==> config.mk <==
export PLATFORM = sky130hd
export DESIGN_NAME = cnn_stream_classifier_flat
export DESIGN_NICKNAME = d
export VERILOG_FILES = /design/src/rtl/cnn_pkg.sv /design/src/rtl/cnn_stream_classifier_if.sv /design/src/rtl/cnn_conv3x3_pe.sv /design/src/rtl/cnn_stream_classifier.sv /design/src/flat_wrapper.sv
export SDC_FILE = /design/constraint.sdc
export NUM_CORES = 2
export LEC_CHECK = 0
export BUFFER_PORTS_ARGS = -buffer_cell sky130_fd_sc_hd__buf_2
export CAP_MARGIN = 5
export CORE_UTILIZATION = 55
export DETAILED_ROUTE_END_ITERATION = 7
export HOLD_SLACK_MARGIN = 0.12
export PLACE_DENSITY_LB_ADDON = 0.2
export REMOVE_ABC_BUFFERS = 1
export SLEW_MARGIN = 20
export SYNTH_ARGS = -nofsm -noshare
export SYNTH_HDL_FRONTEND = slang
export SYNTH_HIERARCHICAL = 1
export SYNTH_SLANG_ARGS = --single-unit
export TNS_END_PERCENT = 5
==> constraint.sdc <==
create_clock -name clk -period 15.1 [get_ports clk]
set_input_delay 0 -clock clk [delete_from_list [all_inputs] [get_ports clk]]
set_output_delay 0 -clock clk [all_outputs]
set_load 0.03 [all_outputs]
==> src/rtl/cnn_pkg.sv <==
// Shared types and helpers for the streaming CNN classifier: state codes,
// width helpers and the default geometry.
package cnn_pkg;
  localparam int IMG_W_DEF  = 16;
  localparam int FEAT_W_DEF = 4;

  typedef logic [1:0] state_t;
  localparam state_t S_LOAD = 2'd0;
  localparam state_t S_CONV = 2'd1;
  localparam state_t S_POOL = 2'd2;
  localparam state_t S_DONE = 2'd3;

  function automatic int clog2(input int v);
    int r;
    r = 0;
    for (int i = 0; i < 31; i++)
      if ((1 << i) < v) r = i + 1;
    return r;
  endfunction

  function automatic int sat_resize(input int v, input int w);
    int m;
    m = (1 << w) - 1;
    return (v > m) ? m : v;
  endfunction

  // Wide enough for every pooled element at full scale.
  function automatic int score_w(input int img_w, input int feat_w);
    return clog2((img_w / 2) * (img_w / 2) * ((1 << feat_w) - 1) + 1);
  endfunction
endpackage

==> src/rtl/cnn_stream_classifier_if.sv <==
// Row-input / result-output handshake bundle of the streaming CNN classifier.
interface cnn_stream_classifier_if import cnn_pkg::*; #(
  parameter int IMG_W  = IMG_W_DEF,
  parameter int FEAT_W = FEAT_W_DEF
);
  localparam int SCORE_W = score_w(IMG_W, FEAT_W);

  logic               in_valid;
  logic               in_ready;
  logic [IMG_W-1:0]   in_row;
  logic               out_valid;
  logic               out_ready;
  logic               result;
  logic [SCORE_W-1:0] score;
  logic               busy;

  modport slave  (input in_valid, in_row, out_ready,
                  output in_ready, out_valid, result, score, busy);
  modport master (output in_valid, in_row, out_ready,
                  input in_ready, out_valid, result, score, busy);
endinterface

==> src/rtl/cnn_conv3x3_pe.sv <==
// One 3x3 binary-mask popcount, saturated to FEAT_W bits.
module cnn_conv3x3_pe import cnn_pkg::*; #(
  parameter int         FEAT_W = FEAT_W_DEF,
  parameter logic [8:0] KERNEL = 9'h1FF
) (
  input  logic [8:0]        win,
  output logic [FEAT_W-1:0] feat
);
  assign feat = FEAT_W'(sat_resize($countones(win & KERNEL), FEAT_W));
endmodule

==> src/rtl/cnn_stream_classifier.sv <==
// Frame-buffered conv3x3 -> implicit zero pad -> 2x2 maxpool -> threshold classifier.
// Optional CNN_FRAME_CNT_EN adds a 16-bit count of delivered results.
module cnn_stream_classifier import cnn_pkg::*; #(
  parameter int          IMG_W  = IMG_W_DEF,
  parameter int          FEAT_W = FEAT_W_DEF,
  parameter logic [8:0]  KERNEL = 9'h1FF,
  parameter int unsigned THRESH = 300
) (
  input logic clk,
  input logic rst,
  cnn_stream_classifier_if.slave bus
`ifdef CNN_FRAME_CNT_EN
  , output logic [15:0] frame_cnt
`endif
);
  localparam int SCORE_W = score_w(IMG_W, FEAT_W);
  localparam int CW      = clog2(IMG_W);
  localparam logic [CW-1:0] ROW_LAST  = CW'(IMG_W - 1);
  localparam logic [CW-1:0] CONV_LAST = CW'(IMG_W - 3);
  localparam logic [CW-1:0] POOL_LAST = CW'(IMG_W / 2 - 1);
  localparam logic [CW-1:0] FEAT_MAX  = CW'(IMG_W - 2);

  state_t             state;
  logic [CW-1:0]      row, ci, cj, pa, pb;
  logic [SCORE_W-1:0] acc, acc_nxt;
  logic [IMG_W-1:0]   img  [IMG_W];
  logic [FEAT_W-1:0]  feat [IMG_W][IMG_W];
  logic [8:0]         win;
  logic [FEAT_W-1:0]  f, q, m0, m1;
  logic [FEAT_W-1:0]  pv [4];
  logic               row_hs, out_hs;

  assign bus.in_ready = (state == S_LOAD) && !rst;
  assign bus.busy     = (state != S_LOAD);
  assign row_hs       = bus.in_valid && bus.in_ready;
  assign out_hs       = bus.out_valid && bus.out_ready;

  for (genvar kr = 0; kr < 3; kr++) begin : g_wr
    for (genvar kc = 0; kc < 3; kc++) begin : g_wc
      assign win[3*kr+kc] = img[ci + CW'(kr)][cj + CW'(kc)];
    end
  end

  cnn_conv3x3_pe #(.FEAT_W(FEAT_W), .KERNEL(KERNEL)) u_pe (.win(win), .feat(f));

  // Padded coordinate (r,c) maps to feature (r-1,c-1); the border reads as zero.
  for (genvar d = 0; d < 4; d++) begin : g_pool
    logic [CW-1:0] r, c;
    assign r = (pa << 1) | CW'(d / 2);
    assign c = (pb << 1) | CW'(d % 2);
    assign pv[d] = (r != '0 && r <= FEAT_MAX && c != '0 && c <= FEAT_MAX)
                   ? feat[r - CW'(1)][c - CW'(1)] : '0;
  end

  assign m0      = (pv[0] > pv[1]) ? pv[0] : pv[1];
  assign m1      = (pv[2] > pv[3]) ? pv[2] : pv[3];
  assign q       = (m0 > m1) ? m0 : m1;
  assign acc_nxt = acc + SCORE_W'(q);

  always_ff @(posedge clk) begin
    if (rst) begin
      state         <= S_LOAD;
      row           <= '0;
      ci            <= '0;
      cj            <= '0;
      pa            <= '0;
      pb            <= '0;
      acc           <= '0;
      bus.out_valid <= 1'b0;
      bus.result    <= 1'b0;
      bus.score     <= '0;
    end else begin
      case (state)
        S_LOAD: if (row_hs) begin
          row <= row + CW'(1);
          if (row == ROW_LAST) begin
            row   <= '0;
            state <= S_CONV;
          end
        end
        S_CONV: begin
          if (cj == CONV_LAST) begin
            cj <= '0;
            ci <= ci + CW'(1);
            if (ci == CONV_LAST) begin
              ci    <= '0;
              state <= S_POOL;
            end
          end else cj <= cj + CW'(1);
        end
        S_POOL: begin
          acc <= acc_nxt;
          if (pb == POOL_LAST) begin
            pb <= '0;
            pa <= pa + CW'(1);
            if (pa == POOL_LAST) begin
              pa            <= '0;
              state         <= S_DONE;
              bus.out_valid <= 1'b1;
              bus.score     <= acc_nxt;
              bus.result    <= 32'(acc_nxt) > THRESH;
            end
          end else pb <= pb + CW'(1);
        end
        S_DONE: if (out_hs) begin
          state         <= S_LOAD;
          bus.out_valid <= 1'b0;
          acc           <= '0;
        end
        default: state <= S_LOAD;
      endcase
    end
  end

  // Buffers need no reset: a frame is only consumed after all rows are rewritten.
  always_ff @(posedge clk) begin
    if (state == S_LOAD && row_hs) img[row] <= bus.in_row;
    if (state == S_CONV) feat[ci][cj] <= f;
  end

`ifdef CNN_FRAME_CNT_EN
  always_ff @(posedge clk) begin
    if (rst)         frame_cnt <= '0;
    else if (out_hs) frame_cnt <= frame_cnt + 16'd1;
  end
`endif
endmodule

==> src/flat_wrapper.sv <==
// flat-port wrapper written by rule: the top's interface ports become plain ports
module cnn_stream_classifier_flat import cnn_pkg::*;
#(
  parameter int          IMG_W  = IMG_W_DEF,
  parameter int          FEAT_W = FEAT_W_DEF,
  parameter logic [8:0]  KERNEL = 9'h1FF,
  parameter int unsigned THRESH = 300
)
  (clk, rst, bus_in_valid, bus_in_row, bus_out_ready, bus_in_ready, bus_out_valid, bus_result, bus_score, bus_busy);
  cnn_stream_classifier_if #(.IMG_W(IMG_W), .FEAT_W(FEAT_W)) bus_i ();
  input logic clk;
  input logic rst;
  input wire logic [$bits(bus_i.in_valid)-1:0] bus_in_valid;
  input wire logic [$bits(bus_i.in_row)-1:0] bus_in_row;
  input wire logic [$bits(bus_i.out_ready)-1:0] bus_out_ready;
  output wire logic [$bits(bus_i.in_ready)-1:0] bus_in_ready;
  output wire logic [$bits(bus_i.out_valid)-1:0] bus_out_valid;
  output wire logic [$bits(bus_i.result)-1:0] bus_result;
  output wire logic [$bits(bus_i.score)-1:0] bus_score;
  output wire logic [$bits(bus_i.busy)-1:0] bus_busy;
  assign bus_i.in_valid = bus_in_valid;
  assign bus_i.in_row = bus_in_row;
  assign bus_i.out_ready = bus_out_ready;
  assign bus_in_ready = bus_i.in_ready;
  assign bus_out_valid = bus_i.out_valid;
  assign bus_result = bus_i.result;
  assign bus_score = bus_i.score;
  assign bus_busy = bus_i.busy;
  cnn_stream_classifier #(.IMG_W(IMG_W), .FEAT_W(FEAT_W), .KERNEL(KERNEL), .THRESH(THRESH)) u_core (.clk(clk), .rst(rst), .bus(bus_i));
endmodule
After elaboration in Yosys (flattened, before gate mapping)
Memory sizes are Yosys's and may differ from the RTL's. A register that Yosys moved wholly into a read port is not among the register bits.
Cells that the tools add are included.
Widths: inputs -> output; s select.
{ "op_classes": {"multipliers": 0, "muxes": 65, "n_bitwise": 3, "add_sub_neg": 20, "n_div": 0, "shift": 0, "n_lt_le_gt_ge": 16, "eq_ne": 15, "n_reduce_logical": 25} }
{ "op_table": {"columns": ["op", "count"], "rows": [
  ["$mux 4", 24],
  ["$bmux 4 s4", 4],
  ["$mux 64", 1],
  ["$bmux 1 s4", 9],
  ["$add 4x1->4 const B", 5],
  ["$pmux 10 s2", 1],
  ["$demux 4 s4", 1],
  ["$le 4x4->1 const B", 4],
  ["$sub 4x1->4 const B", 4],
  ["$ge 5x5->1 const B", 3],
  ["$lt 4x5->1 const B", 3],
  ["$mux 1", 15],
  ["$not 4->5", 3],
  ["$mux 2", 7],
  ["$eq 4x4->1 const B", 3],
  ["$gt 4x4->1", 3],
  ["$logic_and 1x1->1", 12],
  ["$ne 2x1->1 const B", 6],
  ["$add 10x4->10", 1],
  ["$gt 10x9->1 const B", 1],
  ["$mux 10", 1],
  ["$add 1x1->2", 4],
  ["$add 4x2->4 const B", 2],
  ["$eq 4x3->1 const B", 2],
  ["18 further kinds", 25]
]} }
{ "totals": {"rom_bits": 0, "ram_bits": 1280, "elab_cells": 156, "in_bits": 20, "output_inout_bits": 14, "reg_bits": 44, "mem_count": 2, "latchBits": 0} }
{ "memory_table": {"columns": ["memory", "words", "width", "read_ports", "rd_ports_with_merged_regs", "wr", "line_no", "text"], "rows": [
  ["u_core.feat", 16, 64, 2, 0, 1, "cnn_stream_classifier.sv:27", "logic [FEAT_W-1:0] feat [IMG_W][IMG_W];"],
  ["u_core.img", 16, 16, 3, 1, 1, "cnn_stream_classifier.sv:26", "logic [IMG_W-1:0] img [IMG_W];"]
]} }

Longest topological paths before layout
{ "depth": {"word_depth": 12, "depth_mapped": 40, "mapped_depth_nobuf": 33} }

Hierarchy
Netlist, hierarchy kept.
{ "by_module_without_submodules": {"columns": ["mod", "area_each_um2", "seq_area_each_um2", "instances", "cells_each"], "rows": [
  ["cnn_stream_classifier", 58182.1, 39157.6, 1, 3378],
  ["cnn_conv3x3_pe", 190.2, 0.0, 1, 22]
]} }

Worst setup path before layout
Ideal clock, no wire load.
{ "synth_timing": {"path_type": "reg2reg", "start": "register u_core.ci[0]", "end": "memory u_core/feat[0][10] (netlist name), data pin", "arrival_ns": 12.714, "setup_time_ns": 1.646, "path_slack_ns": 0.740, "period_less_slack_ns": 14.360, "path_buffers": 7, "required_ns": 13.454, "stages_incl_launch_ff": 26, "cell_sequence": "dfxtp_1 -> buf_4 -> buf_6 -> buf_4 -> buf_4 -> buf_4 -> inv_1 -> ha_1 -> buf_2 -> buf_2 -> mux4_2 -> mux2i_1 -> mux2i_1 -> a22oi_1 -> a21boi_0 -> o21ai_0 -> o41ai_1 -> fa_1 -> inv_1 -> fa_1 -> fa_1 -> inv_1 -> fa_1 -> inv_1 -> fa_1 -> xnor2_1"} }
{ "synth_via": {"elab_chain_cells": 10, "word_cells_on_any_way": 24, "cone_classes": "add/sub (9); order compare (1); mux (13); memory (1)"} }
{ "synth_lines": {"columns": ["element", "line_no", "text"], "rows": [
  ["start, declared", "cnn_stream_classifier.sv:24", "logic [CW-1:0] row, ci, cj, pa, pb;"],
  ["start signal, assigned", "cnn_stream_classifier.sv:84", "ci <= ci + CW'(1);"],
  ["$add 4x1->4 *", "cnn_stream_classifier.sv:40", "assign win[3*kr+kc] = img[ci + CW'(kr)][cj + CW'(kc)];"],
  ["$mem_v2 16x16 *", null, null],
  ["$bmux 1 s4 *", "cnn_stream_classifier.sv:40", null],
  ["$mux 1 (not written as such) *", "cnn_stream_classifier.sv:40", null],
  ["via u_core.win[3]", "cnn_stream_classifier.sv:28", "logic [8:0] win;"],
  ["$add 1x1->2 (not written as such) *", "cnn_conv3x3_pe.sv:9", "assign feat = FEAT_W'(sat_resize($countones(win & KERNEL), FEAT_W));"],
  ["$add 2x2->3 (not written as such) *", "cnn_conv3x3_pe.sv:9", null],
  ["$add 3x3->4 (not written as such) *", "cnn_conv3x3_pe.sv:9", null],
  ["$add 4x1->5 (not written as such) *", "cnn_conv3x3_pe.sv:9", null],
  ["$gt 5x4->1", "cnn_pkg.sv:24", "return (v > m) ? m : v;"],
  ["$mux 4 *", "cnn_pkg.sv:24", null],
  ["via u_core.f[2]", "cnn_stream_classifier.sv:29", "logic [FEAT_W-1:0] f, q, m0, m1;"],
  ["end, declared", "cnn_stream_classifier.sv:27", null]
]} }
The timed path passes the listed nets; every way through them passes the cells marked *. The select of a mux whose other input is x is not followed.

Worst setup path in the final report
{ "layout_timing": {"start": "register u_core.pa[0]", "end": "register u_core.bus.result"} }
{ "layout_via": {"elab_chain_cells": 12, "word_cells_on_any_way": 39, "cone_classes": "add/sub (3); order compare (6); eq/ne (1); mux (19); reduce/logical (9); memory (1)"} }
{ "layout_lines": {"columns": ["element", "line_no", "text"], "rows": [
  ["start, declared", "cnn_stream_classifier.sv:24", null],
  ["start signal, assigned", "cnn_stream_classifier.sv:95", "pa <= pa + CW'(1);"],
  ["$sub 4x1->4", "cnn_stream_classifier.sv:52", "? feat[r - CW'(1)][c - CW'(1)] : '0;"],
  ["$mem_v2 16x64", null, null],
  ["$bmux 4 s4", "cnn_stream_classifier.sv:52", null],
  ["$mux 4 (not written as such) (2 in series)", "cnn_stream_classifier.sv:52", null],
  ["$mux 4", "cnn_stream_classifier.sv:52", null],
  ["$gt 4x4->1, on equally long branches", "cnn_stream_classifier.sv:55, cnn_stream_classifier.sv:56", null],
  ["$mux 4, on equally long branches", "cnn_stream_classifier.sv:55, cnn_stream_classifier.sv:56", null],
  ["$gt 4x4->1", "cnn_stream_classifier.sv:57", "assign q = (m0 > m1) ? m0 : m1;"],
  ["$mux 4", "cnn_stream_classifier.sv:57", null],
  ["$add 10x4->10", "cnn_stream_classifier.sv:58", "assign acc_nxt = acc + SCORE_W'(q);"],
  ["$gt 10x9->1", "cnn_stream_classifier.sv:101", "bus.result <= 32'(acc_nxt) > THRESH;"],
  ["end signal, assigned", "cnn_stream_classifier.sv:101", null],
  ["end, declared", "cnn_stream_classifier_if.sv:18", "output in_ready, out_valid, result, score, busy);"]
]} }
Parallel ways exist; a longest one is shown, timed or not. The select of a mux whose other input is x is not followed.
A chain may end at the register's enable or synchronous reset.

==> flow_summary.json <==
{
  "synth-edff-count": 1272,
  "critical-path-top-delay-family": "compound AO/OA/AOI/OAI gates",
  "final_period_util": 0.622,
  "stdcell_area_sq_mm": 0.0645,
  "crit_path_max_fanout": 45,
  "grt_overflow_total": 0,
  "place_area_sq_mm": 0.0599,
  "num-nets-final": 3509,
  "die_w_um": 328,
  "tritoncts.num_buffers": 135,
  "dp_hpwl_um": 94200,
  "final.setup_skew_ns": 0.0513,
  "cp.arrival_ns": 9.98,
  "total_leakage_power_nw": 19.8,
  "ioPinCount": 34,
  "yosysTopAreaCellShare": 0.654,
  "drt_iter0_drc": 3981,
  "vias_per_cell": 6.86,
  "cpMaxStageDelayCell": "dfxtp_4",
  "ir_drop_mv": 1.04,
  "synth-warning-count": 6,
  "post-route-util": 0.613,
  "drcViolationCount": 0,
  "leading_post_synthesis_cells_by_cell_area": "edfxtp_1 (65%), mux4_2 (15%), nor2_1 (2.3%), mux2i_1 (2.2%), dfxtp_1 (1.6%)",
  "period_minus_slack_ns": 9.39,
  "dominant_register_cell_in_the_synthesized_netlist": "edfxtp_1",
  "initial_antenna_violation_count": 3,
  "synth_area_per_cell_sq_um": 17.2,
  "height_of_the_die_um": 328,
  "setup.worst_path.class": "reg -> reg",
  "fp.coreArea_sq_mm": 0.105,
  "clk_latency_ns": 0.76,
  "setup.worst_path.start_class": "register",
  "timing_worst_slew_pin_value_ns": 1.21,
  "maxCapViolations": 0,
  "critical_path_max_stage_delay_ns": 0.82,
  "synth_top_cell_by_area": "edfxtp_1",
  "clk_pin_slew_ns": 0.06,
  "drt_first_pass_iters": 5,
  "num_clock_sinks": 1320,
  "report.final.slew_viol_count": 0,
  "synth_cells": 3400,
  "result_of_the_run": "finished clean",
  "placement_rows": 119,
  "final_common_cell": "edfxtp_1",
  "routed-via-count": 33900,
  "htree_num_levels": 4,
  "most_frequent_cells_in_the_layout": "edfxtp_1 (1,272), mux4_2 (386), nor2_1 (345)",
  "synth_seq_area_share": 0.671,
  "cts_resized": 0,
  "drive_gt1_frac": 0.216,
  "grt_pass1_wl_um": 225000,
  "post_drt_wl_per_cell_um": 30.8,
  "area_growth_syn_to_layout_pct": 10.5,
  "wirelength_um": 152000,
  "timing.fmax_mhz": 107,
  "ys_async_sr_fraction": 0,
  "yosys.cell_types.count": 88,
  "critical-path-top-cell-by-count": "ha_1",
  "headroom_to_the_max_slew_limit": 0.191,
  "final_number_of_setup_violating_endpoints": 0,
  "pin_count_of_the_biggest_net_entering_global_routing": 211,
  "clockBufferDepth": 3,
  "required_arrival_time_at_the_worst_endpoint_ns": 15.69,
  "groute.usage.overall": 0.287,
  "path_buf_inv": 3,
  "unrepaired_setup_endpoints_after_global_routing": "no",
  "die_area_sq_mm": 0.107,
  "initial_core_util": 0.555,
  "powerDensity_mw_per_mm2": 215,
  "tritoncts": "built",
  "gp_congestion": 0.936,
  "io_buffers": 33,
  "vias_in_the_first_global_route": 34000,
  "hold_viol": 0,
  "root_buffer": "clkbuf_16",
  "endpoint_kind": "register",
  "antenna_violating_nets_post_route": 0,
  "mappedNetlistArea_sq_mm": 0.0584,
  "min-delay-path-class": "in -> reg",
  "synth.ff_latch_count": 1320,
  "report.power.total_mw": 13.9
}
==> cell usage after synthesis, types with 23 or more instances <==
library cell,n
nand3_1,49
mux4_2,386
a22oi_1,81
nand2_1,217
nor2b_1,23
a21oi_1,53
ha_1,44
o22ai_1,45
o21ai_0,32
a31oi_1,25
dfxtp_1,48
nor3_1,36
mux2i_1,131
buf_2,57
edfxtp_1,1272
inv_1,30
a221oi_1,25
nor2_1,360
clkbuf_1,98
buf_4,38
==> worst reg2reg max path: cells and delay by family (launching register included) <==
family                   cells  cell delay [ns]
AO/OA/AOI/OAI               15             3.91
XOR/XNOR                     2             0.92
buffers and inverters        3             1.12
flip-flops                   1             0.82
adder cells (fa/ha/maj)      4             1.09
AND/OR/NAND/NOR              9             1.37
==> state kept, by name (all words and copies together) (netlist names), named ones only <==
signal                flops
u_core/bus.out_valid      1
u_core/ci                 4
u_core/bus.score         10
u_core/pa                 4
u_core/img              256
u_core/row                4
u_core/cj                 4
u_core/pb                 4
u_core/state              2
u_core/acc               10
u_core/bus.result         1
u_core/feat            1016
==> per-layer routing <==
metal | routed length, um | GRT usage | part of all wire | vias up
met5 | 53 | 0 | 0.00035 | -
met4 | 4180 | 0.0910 | 0.027 | 2
met3 | 15800 | 0.0569 | 0.10 | 288
met2 | 72000 | 0.444 | 0.47 | 1998
met1 | 60000 | 0.415 | 0.39 | 17700
li1 | - | - | - | 13900
==> cell families (layout without fill, tap and decap cells) <==
| family | count (synthesis) | in the layout | share of synthesized area |
|---|---|---|---|
| AOI/OAI and AO/OA | 409 | 409 | 0.0510 |
| xor gates and xnor gates | 24 | 24 | 0.00392 |
| adders and majority gates | 50 | 50 | 0.0115 |
| buffers and inverters | 253 | 397 | 0.0219 |
| DFF | 1320 | 1320 | 0.671 |
| muxes | 552 | 552 | 0.181 |
| other | 0 | 1 | 0 |
| and+or+nand+nor | 792 | 792 | 0.0594 |
==> report_power, final <==
group / internal (mW) / total [mW] / switching [mW]
Clock: 1.90 / 3.28 / 1.38
Combinational: 0.360 / 3.45 / 3.09
Sequential: 7.16 / 7.17 / 0.0114
Total: 9.42 / 13.9 / 4.48
==> path summary, 6_finish.rpt <==
check,start,end,slack (ns),cells after the start
setup / recovery,u_core/pa[0],u_core/bus.result,5.71,33
hold / removal,bus_in_row[12],u_core/img[8][12],0.17,2
setup reg to reg,u_core/pa[0],u_core/bus.result,5.71,33
hold reg to reg,u_core/acc[0],u_core/acc[0],0.46,2
==> what timing repair did <==
action	4_1_cts	5_1_grt
buffers inserted	0	0
endpoints found under the hold margin	304	0
hold buffers	20	0
==> final cells by class <==
type                    instances  area (sq um)
diodes                          1          2.50
clock buffers                 168          3610
clock inverters                74           757
fillers                      7345         40800
inverters                      35           136
multi-input cells            1827         18200
flip-flops and latches       1320         39200
well taps                    1391          1740
repair buffers                120           930
==> through the flow <==
step,setup TNS [ns],hold WS (ns),setup slack (ns),instances
5_1_grt,0,0.176,5.17,4936
4_1_cts,0,0.138,5.81,4935
3_3_place_gp,0,0.348,5.81,4672
3_5_place_dp,0,0.370,5.82,4673
2_1_floorplan,-2093.28,0.0691,-6.36,3182
6_report,0,0.174,5.71,4936
No activity file was read; power rests on OpenSTA's default activity.
